**src/rtl/pulse_source.sv**
```systemverilog
// Burst generator for the two-channel event counter: emits Count0 channel-0
// events followed by DIV*Count1 channel-1 events on the En/Slt interface.
module pulse_source #(
   parameter int WIDTH = 64,
   parameter int DIV   = 4
) (
   input  logic             Clk,
   input  logic             Reset,
   input  logic             Start,
   input  logic             Pause,
   input  logic [WIDTH-1:0] Count0,
   input  logic [WIDTH-1:0] Count1,
   output logic             En,
   output logic             Slt,
   output logic             Busy,
   output logic             Done
);

   localparam int REMW = WIDTH + $clog2(DIV);

   typedef enum logic [1:0] {S_IDLE, S_RUN0, S_RUN1, S_DONE} state_t;

   state_t            r_state, w_state_nxt;
   logic [REMW-1:0]   r_rem, w_rem_nxt;
   logic [WIDTH-1:0]  r_c1, w_c1_nxt;
   logic              r_en, w_en_nxt;
   logic              r_slt, w_slt_nxt;
   logic [WIDTH-1:0]  w_mul_src;
   logic [REMW-1:0]   w_mul;

   // One scaler serves both the Start path (Count1) and the RUN0->RUN1 handoff (c1).
   assign w_mul_src = (r_state == S_IDLE) ? Count1 : r_c1;
   assign w_mul     = REMW'(w_mul_src) * REMW'(DIV);

   always_ff @(posedge Clk or negedge Reset) begin
      if (!Reset) begin
         r_state <= S_IDLE;
         r_rem   <= '0;
         r_c1    <= '0;
         r_en    <= 1'b0;
         r_slt   <= 1'b0;
      end else begin
         r_state <= w_state_nxt;
         r_rem   <= w_rem_nxt;
         r_c1    <= w_c1_nxt;
         r_en    <= w_en_nxt;
         r_slt   <= w_slt_nxt;
      end
   end

   // RUN1 with rem==0 is a one-cycle drain: it covers the last En cycle (so Busy
   // stays high over it) and gives the zero-count burst its one-cycle Done latency.
   always_comb begin
      w_state_nxt = r_state;
      w_rem_nxt   = r_rem;
      w_c1_nxt    = r_c1;
      w_en_nxt    = 1'b0;
      w_slt_nxt   = r_slt;
      case (r_state)
         S_IDLE: begin
            if (Start) begin
               w_c1_nxt = Count1;
               if (Count0 != '0) begin
                  w_state_nxt = S_RUN0;
                  w_rem_nxt   = REMW'(Count0);
               end else begin
                  w_state_nxt = S_RUN1;
                  w_rem_nxt   = w_mul;
               end
            end
         end
         S_RUN0: begin
            if (!Pause) begin
               w_en_nxt  = 1'b1;
               w_slt_nxt = 1'b0;
               if (r_rem == REMW'(1)) begin
                  w_state_nxt = S_RUN1;
                  w_rem_nxt   = w_mul;
               end else begin
                  w_rem_nxt = r_rem - REMW'(1);
               end
            end
         end
         S_RUN1: begin
            if (r_rem == '0) begin
               w_state_nxt = S_DONE;
            end else if (!Pause) begin
               w_en_nxt  = 1'b1;
               w_slt_nxt = 1'b1;
               w_rem_nxt = r_rem - REMW'(1);
            end
         end
         S_DONE: begin
            w_state_nxt = S_IDLE;
         end
         default: begin
            w_state_nxt = S_IDLE;
         end
      endcase
   end

   assign En   = r_en;
   assign Slt  = r_slt;
   assign Busy = (r_state == S_RUN0) ||
                 ((r_state == S_RUN1) && ((r_rem != '0) || r_en));
   assign Done = (r_state == S_DONE);

endmodule

```
**config.mk**
```make
export PLATFORM = sky130hd
export DESIGN_NAME = pulse_source
export DESIGN_NICKNAME = d
export VERILOG_FILES = /design/src/rtl/pulse_source.sv
export SDC_FILE = /design/constraint.sdc
export NUM_CORES = 1
export LEC_CHECK = 0
export CELL_PAD_IN_SITES_DETAIL_PLACEMENT = 1
export CELL_PAD_IN_SITES_GLOBAL_PLACEMENT = 2
export CORE_ASPECT_RATIO = 1.25
export CORE_MARGIN = 2
export CORE_UTILIZATION = 36
export CTS_BUF_LIST = sky130_fd_sc_hd__clkbuf_16
export DETAILED_ROUTE_END_ITERATION = 6
export GPL_ROUTABILITY_DRIVEN = 0
export HOLD_SLACK_MARGIN = 0.02
export PLACE_DENSITY_LB_ADDON = 0.2
export SETUP_SLACK_MARGIN = 0.4
export SLEW_MARGIN = 20
export SYNTH_ARGS = -nofsm -noshare
export SYNTH_HDL_FRONTEND = slang
export SYNTH_SLANG_ARGS = --single-unit
```
**constraint.sdc**
```tcl
create_clock -name Clk -period 7.6 [get_ports Clk]
set_clock_uncertainty 0.15 [all_clocks]
set_input_delay 1.52 -clock Clk [delete_from_list [all_inputs] [get_ports Clk]]
set_output_delay 1.52 -clock Clk [all_outputs]
set_load 0.02 [all_outputs]
```
# Word level (Yosys, flattened, before mapping)
# Index checks and enable logic that the tools add are counted.
# word_totals
regBits	134
# classes
add_sub_neg	1
n_eq_ne	10
mux	21
reduce_logical	13
# ops
cell	n
66-bit 2-to-1 mux	6
66-bit case mux with 3 select lines	1
66-bit by 1-bit equality test with 1-bit output (second input constant)	1
66-bit logical NOT	1
66-bit nonzero test	1
66-bit by 1-bit subtractor with 66-bit output (second input constant)	1
64-bit 2-to-1 mux	1
64-bit nonzero test	1
2-bit != test (second input constant)	6
2-bit 2-to-1 mux	5
2-bit case mux with 4 select lines	1
4-bit AND reduction	2
1-bit 2-to-1 mux	5
5-bit AND reduction	1
2-bit equality test (second input constant)	2
1-bit case mux with 2 select lines	2
3-bit nonzero test	1
2-bit by 1-bit equality test with 1-bit output (second input constant)	1
2-bit logical NOT	1
1-bit logical OR	2
2-bit AND reduction	1
2-bit nonzero test	1
1-bit logical AND	1

# Depth between registers and ports, before layout
# Gate-level depths: netlist of the first run.
# depth
depth_word	5
depth_mapped	12
depth_no_buf	9

# Worst setup path before layout of the first run
# OpenSTA, ideal clock, no wires.
# synth_path
kind	reg-to-output
from	reg r_rem[46]
to	out Busy
t_arrival_ns	2.072
required_time_ns	5.930
setup_slack_ns	3.858
stages_incl_launch_ff	8
path_buffers	1
cell_sequence	dfrtp_1 > or3_4 > or4b_1 > buf_2 > nor2_2 > nand3_1 > o21ai_0 > nand2b_1
# synth_between
elab_chain_cells	4
# synth_rtl
element	line_no	text
start: declaration	24	logic [REMW-1:0] r_rem, w_rem_nxt;
start signal: assignment	44	r_rem <= w_rem_nxt;
66-bit nonzero test	105	((r_state == S_RUN1) && ((r_rem != '0) || r_en));
1-bit logical OR	105	
1-bit logical AND	105	
1-bit logical OR	104	assign Busy = (r_state == S_RUN0) ||
end: declaration	15	output logic Busy,
# No other way between the ends.

# Worst setup path after layout of the first run
# layout_path
from	in Count0[1]
to	reg r_rem[36]
# layout_between
elab_chain_cells	4
# layout_rtl
element	line_no	text
start: declaration	11	input logic [WIDTH-1:0] Count0,
64-bit nonzero test	63	if (Count0 != '0) begin
66-bit 2-to-1 mux	63	
66-bit 2-to-1 mux	61	if (Start) begin
66-bit case mux with 3 select lines	59	case (r_state)
# No other way between the ends. The select of a mux whose other input is x is not followed.
# A chain may end at the register's enable or synchronous reset.

==> results_dict.tcl, run 1 <==
set metrics [dict create \
    dr_total_vias 8601 \
    netlist_area_um2 8846 \
    cts_setup_buffers 0 \
    p_leak_nw 4.280 \
    path_cells "clkdlybuf4s50_1, nor4_1, nand4_1, or4_1, buf_4, o21ai_0, o41ai_1, o21ai_0, a32o_1" \
    grt_pass1_vias 8939 \
    hold_class "flop to flop" \
    post-route-min-period_ns 5.538 \
    slowest_stage "or4_1" \
    holdBufCountCts 0 \
    synthArstFlopShare_pct 100.0 \
    ys_ff_latch 134 \
    die_h_um 179.3 \
    maxCapViolations 0 \
    syn_nets 1109 \
    cp.required_ns 7.82 \
    max_stage_delay_ns 1.13 \
    die-area_um2 25850 \
    cts_buffer_depth 2 \
    grt_pass1_wl_mm 50.96 \
    yosys_warnings 0 \
    regArea_um2 3353 \
    wl_mm 32.46 \
    synth_flop_cell "dfrtp_1" \
    syn-instance-count 971 \
    rsz0062_at_grt "false" \
    root_buffer "clkbuf_16" \
    maxSlewViolCount 0 \
    peakVddDrop_mv 0.1483 \
    cts_tree "done" \
    hpwl_mm 22.42 \
    drt-initial-drc-count 452 \
    rows 64 \
    period_share_pct 72.87 \
    cts_resized 0 \
    antenna_found_initial 0 \
    post_drt_wl_per_cell_um 22.97 \
    coreArea_um2 24340 \
    fillers 2872 \
    run_status "finished, final reports clean" \
    r2r-start "r_rem[59]" \
    drive_gt1_share_pct 14.23 \
    clock-sinks 134 \
    clkLatencyLatePin_ns 0.43 \
    path_clk_slew_ns 0.07 \
    crit_start "Count0[1]" \
    grt_max_degree 79 \
    seq_area_frac_synth_pct 37.91 \
    most-common-layout-cells "134 x dfrtp_1, 134 x clkdlybuf4s50_1, 107 x o21ai_0" \
    synth_edf_count 0 \
    via_per_inst 6.087 \
    worstPathMaxFanout 25 \
    setup_viol 0 \
    path_common_cell "o21ai_0" \
    die_x_um 144.2 \
    relSlewSlack_pct 24.96 \
    synth_area_per_cell_um2 9.110 \
    io_pins 136 \
    numCtsBuffers 17 \
    yosys.cell_types.count 65 \
    fmax_mhz 180.6 \
    grt.overflow.total 0 \
    cp_top_family "simple AND/OR/NAND/NOR gates" \
    path_buf_inv 2 \
    fin_setup_tns_ns 0 \
    nNetsFinal 1207 \
    drc 0 \
    critPathCaptureType "flop" \
    start_kind "input port" \
    min-delay-start "r_rem[54]" \
    multi_input_area_um2 5171 \
    dr.pass1.iters 5 \
    start_util_pct 36.34 \
    p_total_mw 1.789 \
    worst-setup-path-type "input port to flop" \
    io_buffer_count 135 \
    postRouteAntennaNets 0 \
    p_per_area_nw_per_um2 162.0 \
    hold_viol_final 0 \
    syn2layout_area_growth_pct 24.82 \
    grt_usage_pct 25.60 \
    worst_pin_slew_ns 1.115 \
    arrival_ns 5.76 \
    htreeDepth 4 \
]
per-layer routing:
metal / wire, um / up-vias / global-route usage (%)
met1: 13940 / 4400 / 31.97
met3: 1107 / 29 / 2.698
li1: - / 3962 / -
met4: 375 / 0 / 5.744
met2: 17030 / 210 / 47.34
met5: 0 / - / 0
cell families (layout without fill, tap and decap cells):
logic type / after synthesis / in the layout / synth area share (%)
AOI/OAI and AO/OA: 311 / 311 / 24.13
and+or+nand+nor: 297 / 297 / 17.19
DFF: 134 / 134 / 37.91
muxes: 128 / 128 / 15.54
buffers and inverters: 94 / 205 / 4.286
adders and majority gates: 6 / 6 / 0.8486
xor gates and xnor gates: 1 / 1 / 0.09903
other: 0 / 1 / 0
Yosys cell counts (all sizes together) (6+ instances only):
library cell | count | area [um2]
nor4 | 35 | 244.0
ha | 6 | 75.07
o21ai | 114 | 574.3
a21oi | 20 | 100.1
nand2 | 63 | 236.5
o31ai | 10 | 75.07
a211oi | 8 | 60.06
or3 | 15 | 98.84
a32o | 31 | 310.3
mux2i | 53 | 530.5
nand3 | 19 | 95.09
o221ai | 24 | 210.2
nand2b | 12 | 75.07
nor2 | 73 | 276.5
mux2 | 75 | 844.6
o211ai | 19 | 142.6
buf | 19 | 97.60
inv | 24 | 90.09
a31oi | 22 | 137.6
a31o | 8 | 70.07
o311ai | 14 | 122.6
or2 | 9 | 56.30
dfrtp | 134 | 3353
nor3 | 41 | 216.5
or4 | 9 | 71.32
o22ai | 10 | 62.56
clkbuf | 51 | 191.4
nand4 | 11 | 75.07
where the power goes:
part	switching [mW]	internal (mW)	total [mW]
clock	0.361	0.417	0.778
sequential	0.0416	0.744	0.785
combinational	0.114	0.112	0.225
total	0.516	1.27	1.79
per-stage QoR:
stage               cells  setup WS [ns]  area [um2]  utilization, %  hold slack [ns]
floorplan             971          3.858        8846               -           0.3080
global placement     1379          1.639       10470           43.02           0.3296
detailed placement   1379          1.582       10480           43.04           0.3358
CTS                  1411          2.022       11010           45.24           0.3511
global route         1412          1.912       11040           45.35           0.3666
finish               1413          2.062       11040           45.36           0.3435
worst paths after layout:
path,end,slack (ns),cells after the start
worst max-delay path,r_rem[36],2.06,9
worst min-delay path,r_rem[54],0.34,1
worst max register to register,r_rem[37],3.36,8
worst min register to register,r_rem[54],0.34,1
max in group asynchronous,r_rem[62],4.89,2
min in group asynchronous,r_c1[11],0.94,1
flip-flops by register name (all words and copies together), names as in the netlist:
signal / cells
En: 1
r_rem: 66
r_c1: 64
r_state: 2
Slt: 1
layout make-up:
type,count,area share [%]
Inverter,24,0.8159
Antenna cell,1,0.02266
Clock buffer,17,3.853
Clock inverter,15,0.9858
Tap cell,330,3.739
Sequential cell,134,30.37
Timing Repair Buffer,149,13.38
Multi-Input combinational cell,743,46.83
No activity file was read; power rests on OpenSTA's default activity.
==> run 2, diff against run 1 <==
CORE_UTILIZATION = 30   (was 36)
clock period = 4.85 ns   (was 7.6 ns; I/O delays follow)
==> results_dict.tcl, run 2 (synthesis gave the netlist of run 1 again) <==
set metrics [dict create \
    run_status "finished, final reports clean" \
    die-area_um2 30890 \
    drc 0 \
    io_pins 136 \
    p_per_area_nw_per_um2 251.2 \
    arrival_ns 3.13 \
    cts_setup_buffers 0 \
    grt_use_met1_pct 27.62 \
    period_share_pct 87.58 \
    most-common-layout-cells "134 x dfrtp_1, 134 x clkdlybuf4s50_1, 107 x o21ai_0" \
    path_buf_inv 1 \
    wl_mm 33.57 \
    reg_top3 "r_rem x66, r_c1 x64, r_state x2" \
    relSlewSlack_pct 32.19 \
    fmax_mhz 235.4 \
    gr-usage-met2_pct 39.95 \
    peakVddDrop_mv 0.2099 \
    fin_setup_tns_ns 0 \
    worst_pin_slew_ns 1.017 \
    top_register "r_rem" \
    grt_max_degree 84 \
    p_leak_nw 4.434 \
    dr.pass1.iters 5 \
    top_usage_layer "met2" \
    multi_input_area_um2 5179 \
    nNetsFinal 1233 \
    hold_depth 1 \
    clkLatencyLatePin_ns 0.43 \
    antenna_found_initial 0 \
    path_cells "or3_4, or4b_4, nor2_4, nand3_2, o21ai_0, nand2b_1, clkdlybuf4s50_1" \
    max_stage_delay_ns 0.61 \
    start_kind "flop" \
    postLayoutCoreUtil_pct 38.93 \
    grt_pass1_wl_mm 53.17 \
    clock-sinks 134 \
    place_area_um2 10790 \
    setup_viol 0 \
    root_buffer "clkbuf_16" \
    worst-setup-path-type "flop to output port" \
    path_clk_slew_ns 0.06 \
    grt.overflow.total 0 \
    cts_buffer_depth 2 \
    hold_class "flop to flop" \
    regArea_um2 3353 \
    grt_pass1_vias 9170 \
    die_x_um 157.6 \
    via_per_inst 5.721 \
    syn2layout_area_growth_pct 28.35 \
    post_drt_wl_per_cell_um 22.33 \
    final_area_um2 11350 \
    r2r_end "r_rem[32]" \
    slowest_stage "or4b_4" \
    start_util_pct 30.33 \
    die_h_um 196.0 \
    rows 70 \
    hold_viol_final 0 \
    cts_tree "done" \
    fillers 3318 \
    grt_usage_pct 22.53 \
    numCtsBuffers 17 \
    coreArea_um2 29170 \
    met3_usage_pct 2.916 \
    maxSlewViolCount 0 \
    dr_total_vias 8599 \
    worstPathMaxFanout 7 \
    min_to "r_rem[22]" \
    largest_reg_flops 66 \
    worstRegToRegCells 8 \
    cp.required_ns 3.73 \
    maxCapViolations 0 \
    min-delay-start "r_rem[22]" \
    post-route-min-period_ns 4.248 \
    htreeDepth 4 \
    rsz0062_at_grt "false" \
    cp_top_family "simple AND/OR/NAND/NOR gates" \
    critPathCaptureType "output port" \
    postRouteAntennaNets 0 \
    hpwl_mm 24.34 \
    r2r_slack_ns 1.28 \
    p_total_mw 2.852 \
    drive_gt1_share_pct 15.90 \
    antennaDiodeCount 0 \
    r2r-start "r_rem[59]" \
    io_buffer_count 135 \
    drt-initial-drc-count 395 \
]
[run 2: cell count changes in the layout (fill, tap and decap cells not counted), moves of 3 or more]
| cell | delta |
|---|---|
| buf_4 | +24 |
| clkinv_1 | +4 |
| inv_6 | -3 |
| clkinvlp_4 | -4 |
| buf_12 | +3 |
[run 2: worst max path at each step]
stage / startpoint / endpoint / slack [ns] / cells after the start
final: r_rem[46] / Busy / 0.60 / 7
after global routing: r_rem[0] / Busy / 0.41 / 10
after global placement: Count0[1] / r_rem[18] / -0.07 / 9
after detailed placement: Count0[1] / r_rem[18] / 0.12 / 9
after CTS: r_rem[46] / Busy / 0.45 / 7
after floorplan: r_rem[46] / Busy / 1.66 / 7
[run 2: final cells by class]
| cell class | count | area share, % |
|---|---|---|
| tap | 396 | 4.364 |
| clock inverter | 14 | 1.058 |
| multi-input combinational | 743 | 45.61 |
| inverter | 24 | 0.7935 |
| sequential | 134 | 29.53 |
| clock buffer | 17 | 3.747 |
| timing repair buffer | 175 | 14.89 |
[run 2: layer usage]
layer | wire, um | part of all wire, %
met1 | 14300 | 43
met2 | 17420 | 52
met3 | 892 | 2.7
met4 | 956 | 2.8
met5 | 0 | 0
[run 2: worst reg2reg max path, stage by stage, from the launching register on]
cell and delay [ns]:
dfrtp_1 0.43, nor4_1 0.59, nand4_1 0.41, nor4_1 0.36, buf_4 0.19, a31oi_4 0.38, nand2_1 0.52, o21ai_0 0.18
a22o_1 0.25
[run 2: through the flow]
| step | std cells | worst slack, ns | hold WS (ns) |
|---|---|---|---|
| 2_1_floorplan | 971 | 1.658 | 0.3080 |
| 3_3_place_gp | 1472 | -0.06670 | 0.3290 |
| 3_5_place_dp | 1472 | 0.1168 | 0.3344 |
| 4_1_cts | 1503 | 0.4451 | 0.3552 |
| 5_1_grt | 1503 | 0.4070 | 0.3634 |
| 6_report | 1503 | 0.6025 | 0.3475 |
[run 2: repair_timing]
item	CTS	global route
hold buffers	0	0
pin swaps	0	1
endpoints found under the setup margin	1	1
resized for setup	2	1
[run 2: where the power goes]
group          leakage, nW  internal, mW  total [mW]  switching, mW
Clock                0.267         0.738        1.25          0.514
Sequential            1.80          1.17        1.23         0.0674
Combinational         2.37         0.188       0.367          0.179
Total                 4.43          2.09        2.85          0.760
